===== src/rtl/ps2_mouse_pos.sv =====
// ps2_mouse_pos: receive-only PS/2 mouse front end.
// Deglitches the PS/2 lines, deframes 11-bit device-to-host frames,
// assembles 3-byte stream-mode packets and integrates the signed deltas
// into screen coordinates clamped to [0, X_MAX] x [0, Y_MAX].
// Ports:
//   clk, rst          system clock, synchronous active-high reset
//   ps2_clk, ps2_data raw asynchronous PS/2 lines (never driven here)
//   xpos, ypos        cursor position, row 0 at top
//   btn_left/right/middle  button state from the last accepted packet
//   new_event         one-cycle pulse when position/buttons update
//   frame_err         one-cycle pulse on a rejected frame or a timeout
module ps2_mouse_pos #(
  parameter int unsigned FILTER_LEN  = 8,
  parameter int unsigned TIMEOUT_CYC = 40000,
  parameter int unsigned X_MAX       = 799,
  parameter int unsigned Y_MAX       = 599
) (
  input  logic        clk,
  input  logic        rst,
  input  logic        ps2_clk,
  input  logic        ps2_data,
  output logic [11:0] xpos,
  output logic [11:0] ypos,
  output logic        btn_left,
  output logic        btn_right,
  output logic        btn_middle,
  output logic        new_event,
  output logic        frame_err
);

  localparam int unsigned FW    = $clog2(FILTER_LEN + 1);
  localparam int unsigned TW    = $clog2(TIMEOUT_CYC + 1);
  localparam int unsigned POS_W = 12;
  localparam int unsigned SUM_W = 13;

  typedef enum logic [1:0] {
    S_IDLE  = 2'd0,
    S_RECV  = 2'd1,
    S_CHECK = 2'd2
  } state_t;

  // Input synchronizers
  logic clk_s1, clk_s2, data_s1, data_s2;

  always_ff @(posedge clk) begin
    if (rst) begin
      clk_s1  <= 1'b1;
      clk_s2  <= 1'b1;
      data_s1 <= 1'b1;
      data_s2 <= 1'b1;
    end else begin
      clk_s1  <= ps2_clk;
      clk_s2  <= clk_s1;
      data_s1 <= ps2_data;
      data_s2 <= data_s1;
    end
  end

  // Clock filter: the filtered level follows only after FILTER_LEN
  // consecutive samples that disagree with it; any agreeing sample restarts.
  logic          clk_f;
  logic [FW-1:0] filt_cnt;
  logic          fall;

  always_ff @(posedge clk) begin
    if (rst) begin
      clk_f    <= 1'b1;
      filt_cnt <= '0;
      fall     <= 1'b0;
    end else begin
      fall <= 1'b0;
      if (clk_s2 == clk_f) begin
        filt_cnt <= '0;
      end else if (filt_cnt == FW'(FILTER_LEN - 1)) begin
        clk_f    <= clk_s2;
        filt_cnt <= '0;
        fall     <= ~clk_s2;
      end else begin
        filt_cnt <= filt_cnt + FW'(1);
      end
    end
  end

  // Frame FSM
  state_t        state, state_next;
  logic [10:0]   sr;
  logic [3:0]    bit_cnt;
  logic [TW-1:0] idle_cnt;
  logic          byte_valid;
  logic [10:0]   sr_shift_c;
  logic          start_c, shift_c, last_c, timeout_c, frame_ok_c;

  always_ff @(posedge clk) begin
    if (rst) state <= S_IDLE;
    else     state <= state_next;
  end

  always_comb begin
    state_next = state;
    start_c    = 1'b0;
    shift_c    = 1'b0;
    last_c     = 1'b0;
    timeout_c  = 1'b0;
    sr_shift_c = {data_s2, sr[10:1]};
    // Frame check on the value the register is about to hold, so the verdict
    // registers into the CHECK cycle itself.
    frame_ok_c = ~sr_shift_c[0] & sr_shift_c[10] & (^sr_shift_c[9:1]);
    case (state)
      S_IDLE: begin
        if (fall) begin
          start_c    = 1'b1;
          state_next = S_RECV;
        end
      end
      S_RECV: begin
        if (fall) begin
          shift_c = 1'b1;
          if (bit_cnt == 4'd10) begin
            last_c     = 1'b1;
            state_next = S_CHECK;
          end
        end else if (idle_cnt == TW'(TIMEOUT_CYC)) begin
          timeout_c  = 1'b1;
          state_next = S_IDLE;
        end
      end
      S_CHECK: state_next = S_IDLE;
      default: state_next = S_IDLE;
    endcase
  end

  // Frame datapath: shift register, bit counter, idle counter, verdicts
  always_ff @(posedge clk) begin
    if (rst) begin
      sr         <= '0;
      bit_cnt    <= '0;
      idle_cnt   <= '0;
      byte_valid <= 1'b0;
      frame_err  <= 1'b0;
    end else begin
      byte_valid <= last_c & frame_ok_c;
      frame_err  <= (last_c & ~frame_ok_c) | timeout_c;
      if (start_c || shift_c) sr <= sr_shift_c;

      if (start_c)                  bit_cnt <= 4'd1;
      else if (shift_c && !last_c)  bit_cnt <= bit_cnt + 4'd1;
      else if (state_next != S_RECV) bit_cnt <= '0;

      if (state == S_RECV && state_next == S_RECV && !fall)
        idle_cnt <= idle_cnt + TW'(1);
      else
        idle_cnt <= '0;
    end
  end

  // Packet assembly and position integration
  logic [7:0]             rx_byte;
  logic [1:0]             pkt_idx;
  logic [3:0]             hdr;      // {Yovf, Xovf, Ysign, Xsign}
  logic [2:0]             btn_pend; // {M, R, L}
  logic [7:0]             xbyte;
  logic signed [8:0]      dx_c, dy_c;
  logic signed [SUM_W-1:0] x_sum_c, y_sum_c;
  logic [POS_W-1:0]       x_next_c, y_next_c;

  assign rx_byte = sr[8:1];

  always_comb begin
    dx_c    = hdr[2] ? 9'sd0 : $signed({hdr[0], xbyte});
    dy_c    = hdr[3] ? 9'sd0 : $signed({hdr[1], rx_byte});
    x_sum_c = $signed({1'b0, xpos}) + SUM_W'(dx_c);
    // PS/2 +Y is up, screen +Y is down.
    y_sum_c = $signed({1'b0, ypos}) - SUM_W'(dy_c);

    if (x_sum_c < 0)                               x_next_c = '0;
    else if (x_sum_c > $signed(SUM_W'(X_MAX)))     x_next_c = POS_W'(X_MAX);
    else                                           x_next_c = x_sum_c[POS_W-1:0];

    if (y_sum_c < 0)                               y_next_c = '0;
    else if (y_sum_c > $signed(SUM_W'(Y_MAX)))     y_next_c = POS_W'(Y_MAX);
    else                                           y_next_c = y_sum_c[POS_W-1:0];
  end

  always_ff @(posedge clk) begin
    if (rst) begin
      pkt_idx    <= '0;
      hdr        <= '0;
      btn_pend   <= '0;
      xbyte      <= '0;
      xpos       <= '0;
      ypos       <= '0;
      btn_left   <= 1'b0;
      btn_right  <= 1'b0;
      btn_middle <= 1'b0;
      new_event  <= 1'b0;
    end else begin
      new_event <= 1'b0;
      if (frame_err) begin
        pkt_idx <= '0;
      end else if (byte_valid) begin
        case (pkt_idx)
          2'd0: begin
            // Resync: only a byte with the always-one bit set may start a packet.
            if (rx_byte[3]) begin
              hdr      <= rx_byte[7:4];
              btn_pend <= rx_byte[2:0];
              pkt_idx  <= 2'd1;
            end
          end
          2'd1: begin
            xbyte   <= rx_byte;
            pkt_idx <= 2'd2;
          end
          2'd2: begin
            xpos       <= x_next_c;
            ypos       <= y_next_c;
            btn_left   <= btn_pend[0];
            btn_right  <= btn_pend[1];
            btn_middle <= btn_pend[2];
            new_event  <= 1'b1;
            pkt_idx    <= 2'd0;
          end
          default: pkt_idx <= 2'd0;
        endcase
      end
    end
  end

endmodule


===== config.mk =====
export PLATFORM = sky130hd
export DESIGN_NAME = ps2_mouse_pos
export DESIGN_NICKNAME = d
export VERILOG_FILES = /design/src/rtl/ps2_mouse_pos.sv
export SDC_FILE = /design/constraint.sdc
export NUM_CORES = 1
export LEC_CHECK = 0
export CORE_MARGIN = 3
export CORE_UTILIZATION = 45
export DETAILED_ROUTE_END_ITERATION = 12
export PLACE_DENSITY = 0.66
export SKIP_LAST_GASP = 1
export SLEW_MARGIN = 40
export SYNTH_ARGS = -nofsm -noshare
export SYNTH_HDL_FRONTEND = slang
export SYNTH_SLANG_ARGS = --single-unit

===== constraint.sdc =====
create_clock -name clk -period 2.73 [get_ports clk]
set_clock_uncertainty 0.2 [all_clocks]
set_input_delay 0.819 -clock clk [delete_from_list [all_inputs] [get_ports clk]]
set_output_delay 0.819 -clock clk [all_outputs]
set_load 0.05 [all_outputs]

* Yosys cells after proc, flatten, opt, wreduce, memory -nomap -nowiden
Index checks and enable logic that the tools add are counted.
** Storage, ports and cells
- ROM bits :: 0
- Memories kept :: 0
- Bits in latches :: 0
- Register bits :: 90
- Memory bits (writable) :: 0
- Output and inout bits :: 29
** Operators by class
- Add/subtract/negate cells :: 5
- Multiply operators :: 0
- Shift-type cells :: 0
- Bitwise gates (word level) :: 13
- Magnitude comparators :: 4
- Div/mod/pow operators :: 0
- Equal/unequal tests :: 10
- Mux-type cells :: 26
- Reductions and logical operators :: 22
** Operator list (count)
- two-way mux 12 bit :: 4
- > comparator 13 x 11 -> 1 bit, second input constant :: 2
- < comparator 13 x 1 -> 1 bit, second input constant :: 2
- two-way mux 9 bit :: 2
- adder 16 x 1 -> 16 bit, second input constant :: 1
- == test 16 bit, second input constant :: 1
- adder 13 x 9 -> 13 bit :: 1
- subtractor 13 x 9 -> 13 bit :: 1
- two-way mux 1 bit :: 11
- two-way mux 2 bit :: 5
- OR reduction 3 bit :: 3
- XOR reduction 9 bit :: 1
- adder 4 x 1 -> 4 bit, second input constant :: 2
- two-way mux 4 bit :: 2
- inverter 1 bit :: 8
- one-hot mux 2 bit (2 select lines) :: 2
- == test 2 x 1 -> 1 bit, second input constant :: 3
- AND reduction 3 bit :: 2
- OR reduction 2 bit :: 3
- AND 1 bit :: 4
- == test 4 x 3 -> 1 bit, second input constant :: 1
- == test 4 bit, second input constant :: 1
- logical NOT 2 bit :: 2
- AND reduction 2 bit :: 2
- other kinds (11) :: 14

* Depth between registers and ports, before layout
- Word-level depth :: 9
- Mapped depth :: 11
- Gate-level depth less buffers :: 11

* Worst setup path after synthesis
OpenSTA, ideal clock, no wires.
- Kind :: register to register
- Start point :: reg xpos[0]
- End point :: reg xpos[5]
- Path slack :: -0.370 ns
- Data arrival time :: 2.816 ns
- Buffers on the path :: 0
- Required time :: 2.446 ns
- Stages on the path, launching flop included :: 11
- Clock period less this slack :: 3.100 ns
- Path through :: dfxtp_1 -> ha_1 -> inv_1 -> fa_1 -> nand2b_1 -> a21oi_1 -> a31oi_1 -> o21a_1 -> a211o_1 -> a21o_1 -> o31ai_2
** Between the ends
- Word-level cells in the longest chain between the ends :: 4
- Elaborated cells on any way between the ends :: 5
- Those cells by class :: add/sub (1); order compare (2); mux (2)
** RTL lines
- start, declared :: RTL line 22 : output logic [11:0] xpos,
- start signal, assigned :: RTL line 215 : xpos <= x_next_c;
- adder 13 x 9 -> 13 bit * :: RTL line 171 : x_sum_c = $signed({1'b0, xpos}) + SUM_W'(dx_c);
- > comparator 13 x 11 -> 1 bit :: RTL line 176 : else if (x_sum_c > $signed(SUM_W'(X_MAX))) x_next_c = POS_W'(X_MAX);
- two-way mux 12 bit :: RTL line 176
- two-way mux 12 bit * :: RTL line 175 : if (x_sum_c < 0) x_next_c = '0;
Every way passes the cells marked *; elsewhere a longest branch is shown, timed or not.
A chain may end at the register's enable or synchronous reset.

* Worst setup path in the final report
- Start point :: reg hdr[2]
- End point :: reg xpos[6]
** Between the ends
- Word-level cells in the longest chain between the ends :: 5
- Elaborated cells on any way between the ends :: 6
- Those cells by class :: add/sub (1); order compare (2); mux (3)
** RTL lines
- start, declared :: RTL line 159 : logic [3:0] hdr;
- start signal, assigned :: RTL line 205 : hdr <= rx_byte[7:4];
- two-way mux 9 bit * :: RTL line 169 : dx_c = hdr[2] ? 9'sd0 : $signed({hdr[0], xbyte});
- adder 13 x 9 -> 13 bit * :: RTL line 171
- > comparator 13 x 11 -> 1 bit :: RTL line 176
- two-way mux 12 bit :: RTL line 176
- two-way mux 12 bit * :: RTL line 175
Marked as above.

==> flow_summary_export.csv <==
group,metric,value,unit
power,p_leak,0.00260,uW
route,via_per_inst,5.45,
route,wl,12.0,mm
worst_setup_path,required,2.81,ns
worst_setup_path,cp_slowest_cell,"a211o_4",
hold_path,hold_depth,1,
timing,fin_ws,-0.0876,ns
clocking,cts_buffer_depth,2,
hold_path,hold_end,"data_s2",
cells_and_area,drive_gt1_share,27.0,%
cells_and_area,nNetsFinal,720,
power,power.total,2190,uW
logic_synthesis,ys_warn_count,0,
timing,setup_viol,12,
grt,grt_pass1_vias,4213,
floorplanning,pin_count,33,
power,ir_drop,401,uV
timing,grt_setup_unrepaired,"true",
worst_setup_path,endpoint_kind,"flop",
logic_synthesis,synth_top_family_by_area,"simple AND/OR/NAND/NOR gates",
route,vias,4517,
worst_setup_path,cpLargestDelayFamily,"compound AO/OA/AOI/OAI gates",
clocking,cts_tree,"done",
place,io_buffers,32,
logic_synthesis,synth_edf_count,0,
logic_synthesis,synth_compound_area_share,17.7,%
power,p_comb_share,1.5,%
worst_setup_path,r2r-end,"xpos[6]",
place,gp_congestion,0.901,
cells_and_area,final_area,6670,um^2
worst_setup_path,crit_fanout,8,
clocking,clkTransAtPathRegs,0.10,ns
hold_path,min_path_type,"reg2reg",
worst_setup_path,reg2reg_from,"hdr[2]",
logic_synthesis,syn_area,4940,um^2
place,placed_area,5890,um^2
worst_setup_path,start_kind,"flop",
route,wl_per_cell,14.4,um
floorplanning,die_area,12300,um^2
logic_synthesis,avgSynthCellArea,8.39,um^2
clocking,cts_inserted_buffers,9,
timing,maxSlewHeadroom,57.9,%
logic_synthesis,syn_inst,588,
clocking,root_buffer,"clkbuf_8",
logic_synthesis,synthMuxAreaShare,2.23,%
timing,finalHoldViolCount,0,
cells_and_area,syn2layout_area_growth,35.1,%
power,p_sw,516,uW
logic_synthesis,yosys.area_share.simple,25.3,%
timing,slew_viol_final,0,
cells_and_area,final_common_cell,"dfxtp_1",
floorplanning,die_w,111,um
worst_setup_path,path_cells,"buf_4, and2b_1, ha_2, nor3_1, o21ai_1, nand2_1, a211o_1, a211o_4, a21o_4, o31ai_2",
flow_run,cap_violations,0,
grt,grt_pass1_wl,19.8,mm
worst_setup_path,critPathArrivalTime,2.90,ns
logic_synthesis,yosysUniqueCellTypes,69,
timing,final.min_clock_period,2.82,ns
logic_synthesis,synth_fa_ha_area_share,7.40,%
worst_setup_path,critPathKind,"reg2reg",
worst_setup_path,r2r_setup_slack,-0.09,ns
cells_and_area,final_util,63.5,%
floorplanning,initial_core_util,47.0,%
power,p_int,1670,uW
status,status,"complete, but fails checks",
logic_synthesis,ys_ff_latch,89,
logic_synthesis,ys.flop_type,"dfxtp_1",
clocking,clock_sinks,89,
place,dpl_worst_slack,-0.192,ns
grt,grt-ovfl-total,0,
logic_synthesis,synth_xor_area_share,7.35,%
logic_synthesis,synth_nets,620,
floorplanning,core-area,10500,um^2
power,p_sw_share,23.6,%
cells_and_area,antenna_cells,0,
hold_path,hp-start,"data_s1",
route,detail_route.first_pass.iterations,6,
worst_setup_path,ff2ff_path_depth,10,
floorplanning,die_h,111,um
route,drc,0,
worst_setup_path,critPathBufInv,1,
route,drt_iter0_markers,216,
route,ant_nets,0,
logic_synthesis,ys_async_sr_fraction,0,%
cells_and_area,fillers,886,
power,seqPwrFrac,59.3,%
floorplanning,placementRows,37,
grt,antenna_found_initial,0,
grt,grt_max_degree,34,
logic_synthesis,ys_seq_area_share,36.1,%
clocking,htreeDepth,3,
place,dpl.hpwl,8.42,mm
status,violations,"setup timing",
timing,tightest_slew,0.631,ns
clocking,insertion_delay,0.36,ns
worst_setup_path,max_stage_delay,0.40,ns
power,powerDensity,328,nW/um^2
timing,timing.final.crit_share,103,%
grt,grtUsageTotal,19.0,%
cells_and_area,layout_common_cells,"76 x dfxtp_1, 72 x buf_4, 70 x nand2_1, 52 x nor2_1, 39 x a21oi_1",
power,clockPowerShare,39.3,%
timing,clock.fmax,355,MHz
registers in the layout (all words and copies together), names as in the netlist, 2 cells and up:
signal,flops
sr,10
xbyte,8
pkt_idx,2
ypos,12
hdr,4
xpos,12
idle_cnt,16
bit_cnt,4
state,2
filt_cnt,4
btn_pend,3
per-layer routing:
metal  global-route usage [%]  vias to the layer above  wire [um]  part of all wire, %
met3                     4.26                       19        389                  3.2
met5                        0                        -          0                    0
met1                     24.8                     2134       5530                   46
met4                     4.68                        0        194                  1.6
li1                         -                     2283          -                    -
met2                     31.8                       81       5870                   49
through the flow:
step | setup TNS, ns | hold slack, ns | instances
after floorplan | 0 | 0.189 | 588
after global placement | -1.29 | 0.196 | 800
after detailed placement | -2.60 | 0.196 | 800
after CTS | -0.511 | 0.219 | 824
after global routing | -2.33 | 0.226 | 829
final | -0.491 | 0.218 | 829
how the worst max path moves through the flow:
stage	startpoint	end	slack, ns	depth (start not counted)
final	hdr[2]	xpos[6]	-0.09	10
after global placement	hdr[3]	ypos[0]	-0.11	10
after global routing	hdr[2]	xpos[4]	-0.17	9
after floorplan	ypos[0]	ypos[6]	0.0008	10
after CTS	hdr[3]	ypos[5]	-0.07	11
after detailed placement	hdr[3]	ypos[0]	-0.19	10
timing repair:
item	CTS	global route
hold buffers	0	0
hold endpoints to repair	0	0
setup buffers	7	6
resized for setup	36	56
setup endpoints to repair	22	20
pin swaps	10	23
gates cloned	1	0
synthesized netlist by cell type, drive strengths merged, types with 3 or more instances:
library cell / n / share of area, %
o21a: 3 / 0.46
a221oi: 5 / 0.89
or3: 6 / 0.76
xor2: 18 / 3.2
mux2i: 11 / 2.2
and2: 7 / 0.89
nand3b: 3 / 0.46
and2b: 7 / 1.1
a211o: 4 / 0.71
buf: 9 / 0.89
nand4: 8 / 1.0
nor4: 4 / 0.63
inv: 24 / 1.9
nor4b: 3 / 0.53
nor3: 13 / 1.3
nand3: 13 / 1.3
a21oi: 47 / 4.8
o211ai: 4 / 0.61
nor3b: 4 / 0.84
o21ai: 21 / 2.1
ha: 26 / 6.6
clkbuf: 14 / 1.1
a32o: 3 / 0.61
nor2: 54 / 4.1
nand2: 70 / 5.3
nor2b: 8 / 1.0
and3: 11 / 1.4
a21o: 5 / 0.76
nand2b: 16 / 2.0
o31ai: 4 / 0.91
a31oi: 7 / 1.0
dfxtp: 89 / 36
or2: 5 / 0.63
a2111oi: 3 / 0.66
xnor2: 20 / 3.7
a211oi: 8 / 1.2
kinds of logic after synthesis:
family	Yosys count
xor+xnor	39
simple gates	243
flops	89
buf+inv	47
mux	11
compound gates	131
fa+ha+maj	28
power groups by stage:
stage               clock, uW  sequential [uW]  combinational (uW)
floorplan                   0             1330                18.2
global placement            0             1330                30.4
detailed placement          0             1330                30.6
CTS                       890             1300                30.9
global route              943             1300                34.6
finish                    860             1300                32.0
layout make-up:
class                      count  area [um^2]  share of cell area (%)
sequential                    89         1810                    27.1
multi-input combinational    452         3450                    51.7
clock inverter                 6         47.5                   0.713
inverter                      24         95.1                    1.43
clock buffer                  10          138                    2.06
timing repair buffer         112          966                    14.5
tap                          136          170                    2.55
Power figures use the tool's default switching activity.
